--- src/rtl/keypad_pkg.sv ---
// keypad_pkg: types and helpers shared by the keypad scanner and its bus glue.
//   keypad_state_e    - scanner FSM states (idle / scanning rows / key held)
//   keypad_code_width - width of a key code for a given number of keys
package keypad_pkg;

    typedef enum logic [1:0] {
        StIdle,
        StScan,
        StPressed
    } keypad_state_e;

    // Never returns 0 so a 1-key matrix still has a usable code field.
    function automatic int unsigned keypad_code_width(input int unsigned n_keys);
        return (n_keys > 1) ? int'($clog2(n_keys)) : 1;
    endfunction

endpackage

--- src/rtl/keypad_evt_fifo.sv ---
// keypad_evt_fifo: synchronous event FIFO for the keypad scanner.
// Ports:
//   HCLK, HRESETn  clock, async active-low reset (empties the FIFO)
//   push, push_data  write request and data
//   pop            remove head; ignored while empty
//   head           current head entry, 0 when empty
//   full, empty    occupancy flags
//   overflow       one-cycle pulse when a push is dropped
// DEPTH must be a power of two so the pointers wrap naturally.
module keypad_evt_fifo #(
    parameter int unsigned WIDTH = 5,
    parameter int unsigned DEPTH = 4
) (
    input  logic             HCLK,
    input  logic             HRESETn,
    input  logic             push,
    input  logic [WIDTH-1:0] push_data,
    input  logic             pop,
    output logic [WIDTH-1:0] head,
    output logic             full,
    output logic             empty,
    output logic             overflow
);

    localparam int unsigned AW = $clog2(DEPTH);

    logic [WIDTH-1:0] mem [DEPTH];
    logic [AW-1:0]    wr_ptr_q, rd_ptr_q;
    logic [AW:0]      count_q, count_d;
    logic             pop_ok, push_ok;

    assign empty  = (count_q == '0);
    assign full   = (count_q == (AW+1)'(DEPTH));
    assign pop_ok = pop & ~empty;
    // A pop in the same cycle frees the slot, so push into a full FIFO still succeeds.
    assign push_ok  = push & (~full | pop_ok);
    assign overflow = push & ~push_ok;
    assign head     = empty ? '0 : mem[rd_ptr_q];

    always_comb begin
        count_d = count_q;
        unique case ({push_ok, pop_ok})
            2'b10:   count_d = count_q + 1'b1;
            2'b01:   count_d = count_q - 1'b1;
            default: count_d = count_q;
        endcase
    end

    always_ff @(posedge HCLK or negedge HRESETn) begin
        if (!HRESETn) begin
            wr_ptr_q <= '0;
            rd_ptr_q <= '0;
            count_q  <= '0;
        end else begin
            count_q <= count_d;
            if (push_ok) wr_ptr_q <= wr_ptr_q + 1'b1;
            if (pop_ok)  rd_ptr_q <= rd_ptr_q + 1'b1;
        end
    end

    always_ff @(posedge HCLK) begin
        if (push_ok) mem[wr_ptr_q] <= push_data;
    end

endmodule

--- src/rtl/keypad_matrix_scanner.sv ---
// keypad_matrix_scanner: ROWS x COLS matrix keypad scanner with debounce and event FIFO.
// All logic runs on HCLK; the scan rate comes from a clock-enable tick every SCAN_DIV cycles.
// Ports:
//   HCLK, HRESETn  clock, async active-low reset
//   key_col        column sense, active-low, asynchronous (synchronised internally)
//   key_row        row drive, active-low
//   evt_valid      event FIFO not empty
//   evt_code       head key code = row*COLS + col, 0 when empty
//   evt_rel        head event is a release
//   evt_pop        pop head event
//   irq            level interrupt, equal to evt_valid
//   ovf, ovf_clr   sticky dropped-event flag and its clear
// Build option: define KEYPAD_RELEASE_EVT_EN to also queue release events.
module keypad_matrix_scanner
    import keypad_pkg::*;
#(
    parameter  int unsigned ROWS       = 4,
    parameter  int unsigned COLS       = 4,
    parameter  int unsigned SCAN_DIV   = 1048576,
    parameter  int unsigned DEBOUNCE   = 2,
    parameter  int unsigned FIFO_DEPTH = 4,
    localparam int unsigned CODE_W     = keypad_code_width(ROWS * COLS)
) (
    input  logic              HCLK,
    input  logic              HRESETn,
    input  logic [COLS-1:0]   key_col,
    output logic [ROWS-1:0]   key_row,
    output logic              evt_valid,
    output logic [CODE_W-1:0] evt_code,
    output logic              evt_rel,
    input  logic              evt_pop,
    output logic              irq,
    output logic              ovf,
    input  logic              ovf_clr
);

    localparam int unsigned RW    = $clog2(ROWS);
    localparam int unsigned CW    = $clog2(COLS);
    localparam int unsigned DIV_W = $clog2(SCAN_DIV);
    localparam int unsigned DB_W  = $clog2(DEBOUNCE + 1);
    localparam logic [DB_W-1:0] DB_LAST = DB_W'(DEBOUNCE);

    // Column synchroniser; resets to "no key" (pulled-up lines).
    logic [COLS-1:0] col_meta_q, col_sync_q;
    always_ff @(posedge HCLK or negedge HRESETn) begin
        if (!HRESETn) begin
            col_meta_q <= '1;
            col_sync_q <= '1;
        end else begin
            col_meta_q <= key_col;
            col_sync_q <= col_meta_q;
        end
    end

    logic col_idle;
    assign col_idle = &col_sync_q;

    // Scan tick generator.
    logic [DIV_W-1:0] div_q;
    logic             tick;
    assign tick = (div_q == DIV_W'(SCAN_DIV - 1));
    always_ff @(posedge HCLK or negedge HRESETn) begin
        if (!HRESETn) div_q <= '0;
        else          div_q <= tick ? '0 : div_q + 1'b1;
    end

    // Lowest-index low column wins when several keys share the scanned row.
    logic [CW-1:0] col_sel;
    always_comb begin
        col_sel = '0;
        for (int i = int'(COLS) - 1; i >= 0; i--) begin
            if (!col_sync_q[i]) col_sel = CW'(i);
        end
    end

    keypad_state_e  state_q, state_d;
    logic [DB_W-1:0] db_q, db_d, db_inc;
    logic [RW-1:0]   row_q, row_d;
    logic [CW-1:0]   col_q, col_d;

    assign db_inc = db_q + 1'b1;

    // State register (datapath registers ride along).
    always_ff @(posedge HCLK or negedge HRESETn) begin
        if (!HRESETn) begin
            state_q <= StIdle;
            db_q    <= '0;
            row_q   <= '0;
            col_q   <= '0;
        end else begin
            state_q <= state_d;
            db_q    <= db_d;
            row_q   <= row_d;
            col_q   <= col_d;
        end
    end

    // Next-state logic; everything advances only on tick.
    always_comb begin
        state_d = state_q;
        db_d    = db_q;
        row_d   = row_q;
        col_d   = col_q;
        if (tick) begin
            unique case (state_q)
                StIdle: begin
                    if (col_idle) begin
                        db_d = '0;
                    end else if (db_inc == DB_LAST) begin
                        db_d    = '0;
                        row_d   = '0;
                        state_d = StScan;
                    end else begin
                        db_d = db_inc;
                    end
                end
                StScan: begin
                    if (!col_idle) begin
                        col_d   = col_sel;
                        db_d    = '0;
                        state_d = StPressed;
                    end else if (row_q != RW'(ROWS - 1)) begin
                        row_d = row_q + 1'b1;
                    end else begin
                        state_d = StIdle;
                    end
                end
                StPressed: begin
                    if (!col_idle) begin
                        db_d = '0;
                    end else if (db_inc == DB_LAST) begin
                        db_d    = '0;
                        state_d = StIdle;
                    end else begin
                        db_d = db_inc;
                    end
                end
                default: state_d = StIdle;
            endcase
        end
    end

    // Outputs: row drive and event push requests.
    logic push, push_rel;
    always_comb begin
        key_row  = '1;
        push     = 1'b0;
        push_rel = 1'b0;
        unique case (state_q)
            StIdle:    key_row = '0;
            StScan:    key_row = ~(ROWS'(1) << row_q);
            StPressed: key_row = ~(ROWS'(1) << row_q);
            default:   key_row = '0;
        endcase
        if (tick && state_q == StScan && !col_idle) push = 1'b1;
`ifdef KEYPAD_RELEASE_EVT_EN
        if (tick && state_q == StPressed && col_idle && db_inc == DB_LAST) begin
            push     = 1'b1;
            push_rel = 1'b1;
        end
`endif
    end

    // Press uses the column found this tick; release reuses the latched one.
    logic [CW-1:0]     push_col;
    logic [CODE_W-1:0] push_code;
    assign push_col  = push_rel ? col_q : col_sel;
    assign push_code = CODE_W'(32'(row_q) * COLS + 32'(push_col));

    logic [CODE_W:0] fifo_head;
    logic            fifo_empty, fifo_ovf, unused_full;

    keypad_evt_fifo #(
        .WIDTH (CODE_W + 1),
        .DEPTH (FIFO_DEPTH)
    ) u_fifo (
        .HCLK      (HCLK),
        .HRESETn   (HRESETn),
        .push      (push),
        .push_data ({push_rel, push_code}),
        .pop       (evt_pop),
        .head      (fifo_head),
        .full      (unused_full),
        .empty     (fifo_empty),
        .overflow  (fifo_ovf)
    );

    assign evt_valid = ~fifo_empty;
    assign irq       = evt_valid;
    assign evt_code  = fifo_head[CODE_W-1:0];
`ifdef KEYPAD_RELEASE_EVT_EN
    assign evt_rel = fifo_head[CODE_W];
`else
    logic unused_head_rel;
    assign unused_head_rel = fifo_head[CODE_W];
    assign evt_rel         = 1'b0;
`endif

    // Sticky overflow; a new drop beats a clear in the same cycle.
    logic ovf_q;
    always_ff @(posedge HCLK or negedge HRESETn) begin
        if (!HRESETn)     ovf_q <= 1'b0;
        else if (fifo_ovf) ovf_q <= 1'b1;
        else if (ovf_clr)  ovf_q <= 1'b0;
    end
    assign ovf = ovf_q;

endmodule

--- config.mk ---
export PLATFORM = sky130hd
export DESIGN_NAME = keypad_matrix_scanner
export DESIGN_NICKNAME = d
export VERILOG_FILES = /design/src/rtl/keypad_pkg.sv /design/src/rtl/keypad_evt_fifo.sv /design/src/rtl/keypad_matrix_scanner.sv
export SDC_FILE = /design/constraint.sdc
export NUM_CORES = 1
export LEC_CHECK = 0
export ABC_CLOCK_PERIOD_IN_PS = 2750
export CORE_MARGIN = 5
export CORE_UTILIZATION = 52
export CTS_CLUSTER_SIZE = 25
export DETAILED_ROUTE_END_ITERATION = 8
export PLACE_DENSITY = 0.75
export SYNTH_ARGS = -nofsm -noshare
export SYNTH_HDL_FRONTEND = slang
export SYNTH_SLANG_ARGS = --single-unit
--- constraint.sdc ---
create_clock -name HCLK -period 2.75 [get_ports HCLK]
set_input_delay 0.825 -clock HCLK [delete_from_list [all_inputs] [get_ports HCLK]]
set_output_delay 0.825 -clock HCLK [all_outputs]
set_load 0.1 [all_outputs]
==> flow_summary_export.csv <==
group,metric,value,unit
grt,grt_max_degree,36,
final_layout,post_layout_nonfiller_instances,351,
routing,wire_per_inst,14.4,um
floorplan,initial_utilization,52.7,%
timing,layout_setup_ws,0.125,ns
place,post_dp_cell_area,3280,sq um
timing,final_hold_viol_count,0,
floorplan,placeableCoreArea,5410,sq um
routing,met2_wirelength,2.59,mm
routing,postRouteWirelength,5.05,mm
setup_path,crit_start,"state_q[1]",
timing,worst_slew_margin_rel,48.0,%
grt,grt_usage,16.0,%
setup_path,timing.critical_path.cells,"inv_2 > ha_2 > nand4_1 > or4_4 > o21a_1 > inv_1 > fa_1 > buf_4 > inv_1 > o2111ai_2 > a32oi_1",
final_layout,final_core_utilization,65.2,%
setup_path,critical-path-top-delay-family,"simple AND/OR/NAND/NOR gates",
synthesis,netlist_top_cells_area,"sky130_fd_sc_hd__dfrtp_1 30%, sky130_fd_sc_hd__edfxtp_1 17%, sky130_fd_sc_hd__dfstp_2 7.4%, sky130_fd_sc_hd__ha_1 5.7%, sky130_fd_sc_hd__xnor2_1 3.4%",
setup_path,worst_path_max_delay_cell,"sky130_fd_sc_hd__or4_4",
floorplan,die_width,84.0,um
synthesis,syn-instance-count,236,
clock_network,cts_htree_levels,3,
grt,number_of_antenna_violations_at_the_first_check_in_global_routing,0,
final_layout,post-route-cell-area,3530,sq um
grt,first_global_vias,1879,
routing,drcViolationCount,0,
setup_path,endpoint_kind,"flip-flop",
outcome,outcome,"finished, final reports clean",
routing,wirelength_met1,2.14,mm
floorplan,ios,20,
routing,dr.max_layer_used,"met4",
grt,wire_length_of_the_first_global_routing_pass,8.81,mm
place,place.gp.congestion,0.768,
setup_path,worst_path_max_stage_delay,0.56,ns
power_and_ir_drop,p_leak,1.57,nW
timing,worst_clock_skew,0.00653,ns
clock_network,cts_inserted_buffers,9,
power_and_ir_drop,worst_ir_drop_vdd,0.000570,V
floorplan,rows,27,
hold_path,hold_path_startpoint,"col_meta_q[1]",
timing,finalSetupViolCount,0,
setup_path,reg_to_reg_critical_path_startpoint,"state_q[1]",
routing,routed-via-count,1875,
place,placedCellCount,331,
hold_path,min_path_type,"reg -> reg",
flow_run,cap_viol_max_count,0,
final_layout,fraction_of_layout_instances_using_a_drive_strength_above_1,28.3,%
synthesis,yosys_warnings,0,
timing,post-route-min-period,2.62,ns
clock_network,clock_latency,0.34,ns
routing,avgViaCountPerCell,5.34,
synthesis,seq_area_frac_synth,54.1,%
synthesis,ys_async_sr_fraction,72.4,%
synthesis,synth_edf_count,16,
floorplan,die_area,7060,sq um
final_layout,flow.area_growth_from_synthesis,23.8,%
clock_network,clock_tree.buffer_depth,2,
setup_path,worstSetupPathType,"reg -> reg",
setup_path,worst-path-max-fanout,3,
final_layout,final.fill_count,410,
synthesis,syn-mean-instance-area,12.1,sq um
synthesis,yosys_most_used_dff,"sky130_fd_sc_hd__dfrtp_1",
power_and_ir_drop,power.density,725,nW/um^2
clock_network,clock_tree_from_tritoncts,"yes",
synthesis,synth_top_cell_by_area,"sky130_fd_sc_hd__dfrtp_1",
setup_path,worstPathArrival,2.87,ns
clock_network,cts_root_buf,"sky130_fd_sc_hd__clkbuf_8",
timing,fmax,381,MHz
synthesis,yosys_cell_types,47,
timing,worst_pin_slew,0.780,ns
grt,grt_remaining_overflow,0,
setup_path,path_buf_inv,4,
routing,drtPass1Iterations,6,
place,preCtsSetupSlack,-0.0723,ns
setup_path,start_kind,"flip-flop",
routing,initialDrtViolationCount,59,
synthesis,synth.net_count,258,
final_layout,nNetsFinal,296,
place,portBuffers,18,
place,hpwl,3.59,mm
final_layout,antenna_cells,0,
setup_path,timing.critical_path.mode_cell,"sky130_fd_sc_hd__inv_1",
timing,layout_worst_path_cycle_share,95.4,%
setup_path,required,3.00,ns
routing,wl_met3,178,um
timing,slew_viol_final,0,
clock_network,clk_slew_on_worst_s_h_paths,0.06,ns
floorplan,overall_die_height,84.0,um
synthesis,yosysTopAreaCellShare,29.9,%
clock_network,tritoncts_num_sinks,58,
synthesis,synthesis.area,2850,sq um
timing,fin_hold_ws,0.354,ns
synthesis,ffs_latches_synth,58,
routing,final_antenna_net_count,0,
-- metrics by stage --
step                power, mW  setup TNS [ns]
global route             2.67         -0.0173
global placement         1.71               0
floorplan                1.47         -0.0698
finish                   2.55               0
CTS                      2.57               0
detailed placement       1.74         -0.0723
-- Yosys cell counts, types with 2 or more instances --
| cell | instances |
|---|---|
| sky130_fd_sc_hd__inv_1 | 14 |
| sky130_fd_sc_hd__and2_1 | 6 |
| sky130_fd_sc_hd__mux4_2 | 4 |
| sky130_fd_sc_hd__ha_1 | 13 |
| sky130_fd_sc_hd__nor2_1 | 14 |
| sky130_fd_sc_hd__nor2b_1 | 10 |
| sky130_fd_sc_hd__buf_4 | 2 |
| sky130_fd_sc_hd__dfstp_2 | 8 |
| sky130_fd_sc_hd__nand4_2 | 3 |
| sky130_fd_sc_hd__or3_1 | 2 |
| sky130_fd_sc_hd__mux2i_1 | 3 |
| sky130_fd_sc_hd__nand2_1 | 18 |
| sky130_fd_sc_hd__xnor2_1 | 11 |
| sky130_fd_sc_hd__o21a_1 | 2 |
| sky130_fd_sc_hd__mux2_2 | 3 |
| sky130_fd_sc_hd__clkbuf_1 | 2 |
| sky130_fd_sc_hd__nor4_4 | 2 |
| sky130_fd_sc_hd__a21oi_1 | 8 |
| sky130_fd_sc_hd__nor3_1 | 6 |
| sky130_fd_sc_hd__xor2_1 | 10 |
| sky130_fd_sc_hd__and4_1 | 3 |
| sky130_fd_sc_hd__nand4_1 | 5 |
| sky130_fd_sc_hd__dfrtp_1 | 34 |
| sky130_fd_sc_hd__nand3_1 | 8 |
| sky130_fd_sc_hd__nand2b_1 | 3 |
| sky130_fd_sc_hd__edfxtp_1 | 16 |
| sky130_fd_sc_hd__o21ai_0 | 6 |
-- layout by cell type (no fill, tap or decap), types with 4 or more instances in the layout --
cell,instances
sky130_fd_sc_hd__buf_12,10
sky130_fd_sc_hd__dfrtp_1,34
sky130_fd_sc_hd__a21oi_1,8
sky130_fd_sc_hd__nor2b_2,8
sky130_fd_sc_hd__and2_1,6
sky130_fd_sc_hd__nor2_1,14
sky130_fd_sc_hd__clkbuf_8,9
sky130_fd_sc_hd__nand3_1,8
sky130_fd_sc_hd__clkinv_2,4
sky130_fd_sc_hd__nand2_1,18
sky130_fd_sc_hd__xnor2_1,11
sky130_fd_sc_hd__xor2_1,10
sky130_fd_sc_hd__edfxtp_1,16
sky130_fd_sc_hd__clkdlybuf4s50_1,6
sky130_fd_sc_hd__mux4_2,4
sky130_fd_sc_hd__buf_4,15
sky130_fd_sc_hd__o21ai_0,6
sky130_fd_sc_hd__nor3_1,6
sky130_fd_sc_hd__dfstp_2,8
sky130_fd_sc_hd__inv_1,13
sky130_fd_sc_hd__nand4_1,5
sky130_fd_sc_hd__ha_1,12
-- flip-flops by register name, indices dropped and copies added (netlist names), 3 cells and up --
| name | cells |
|---|---|
| u_fifo.mem | 16 |
| div_q | 20 |
| u_fifo.count_q | 3 |
| col_sync_q | 4 |
| col_meta_q | 4 |
-- metal layers --
metal | up-vias | global-route usage [%]
li1 | 903 | -
met1 | 928 | 18.8
met2 | 32 | 26.1
met3 | 12 | 4.74
met4 | 0 | 8.92
met5 | - | 0
-- worst reg2reg max path, delay by kind of cell, from the launching register on --
kind | cells | cell delay [ns]
AOI/OAI and AO/OA | 3 | 0.54
adders and majority gates | 2 | 0.58
buffers and inverters | 4 | 0.36
DFF | 1 | 0.41
and+or+nand+nor | 2 | 0.65
-- cell type report --
| cell class | instances | area [sq um] | area share, % |
|---|---|---|---|
| clock inverter | 7 | 83.8 | 2.38 |
| inverter | 14 | 52.6 | 1.49 |
| sequential | 58 | 1540 | 43.7 |
| tap | 72 | 90.1 | 2.56 |
| clock buffer | 9 | 124 | 3.51 |
| timing repair buffer | 32 | 378 | 10.7 |
| multi-input combinational | 159 | 1260 | 35.6 |
-- power by group --
part / switching, mW / internal, mW / leakage (nW)
sequential: 0.0767 / 0.935 / 0.690
combinational: 0.411 / 0.308 / 0.765
clock: 0.325 / 0.500 / 0.110
total: 0.813 / 1.74 / 1.57
-- final timing paths --
check                                    end  cells after the start  slack, ns
max in group asynchronous      col_sync_q[1]                      2       1.48
max                        u_fifo.count_q[1]                     11       0.13
min reg2reg                    col_sync_q[1]                      0       0.35
max reg2reg                u_fifo.count_q[1]                     11       0.13
min in group asynchronous  u_fifo.count_q[0]                      1       0.56
min                            col_sync_q[1]                      0       0.35
-- kinds of logic (layout without fill, tap and decap cells) --
| logic type | after synthesis | count (layout) | synth area share (%) |
|---|---|---|---|
| other | 1 | 1 | 0.132 |
| AOI/OAI and AO/OA | 23 | 23 | 5.09 |
| muxes | 10 | 10 | 5.40 |
| buffers and inverters | 19 | 62 | 2.81 |
| adders and majority gates | 14 | 14 | 6.41 |
| and+or+nand+nor | 90 | 90 | 19.6 |
| xor gates and xnor gates | 21 | 21 | 6.46 |
| DFF | 58 | 58 | 54.1 |
-- timing repair --
action	4_1_cts	5_1_grt
setup buffers	0	4
setup endpoints to repair	0	1
gates resized for setup	0	3
hold buffers	0	0
Note: power is estimated with default switching activity, not from simulation.
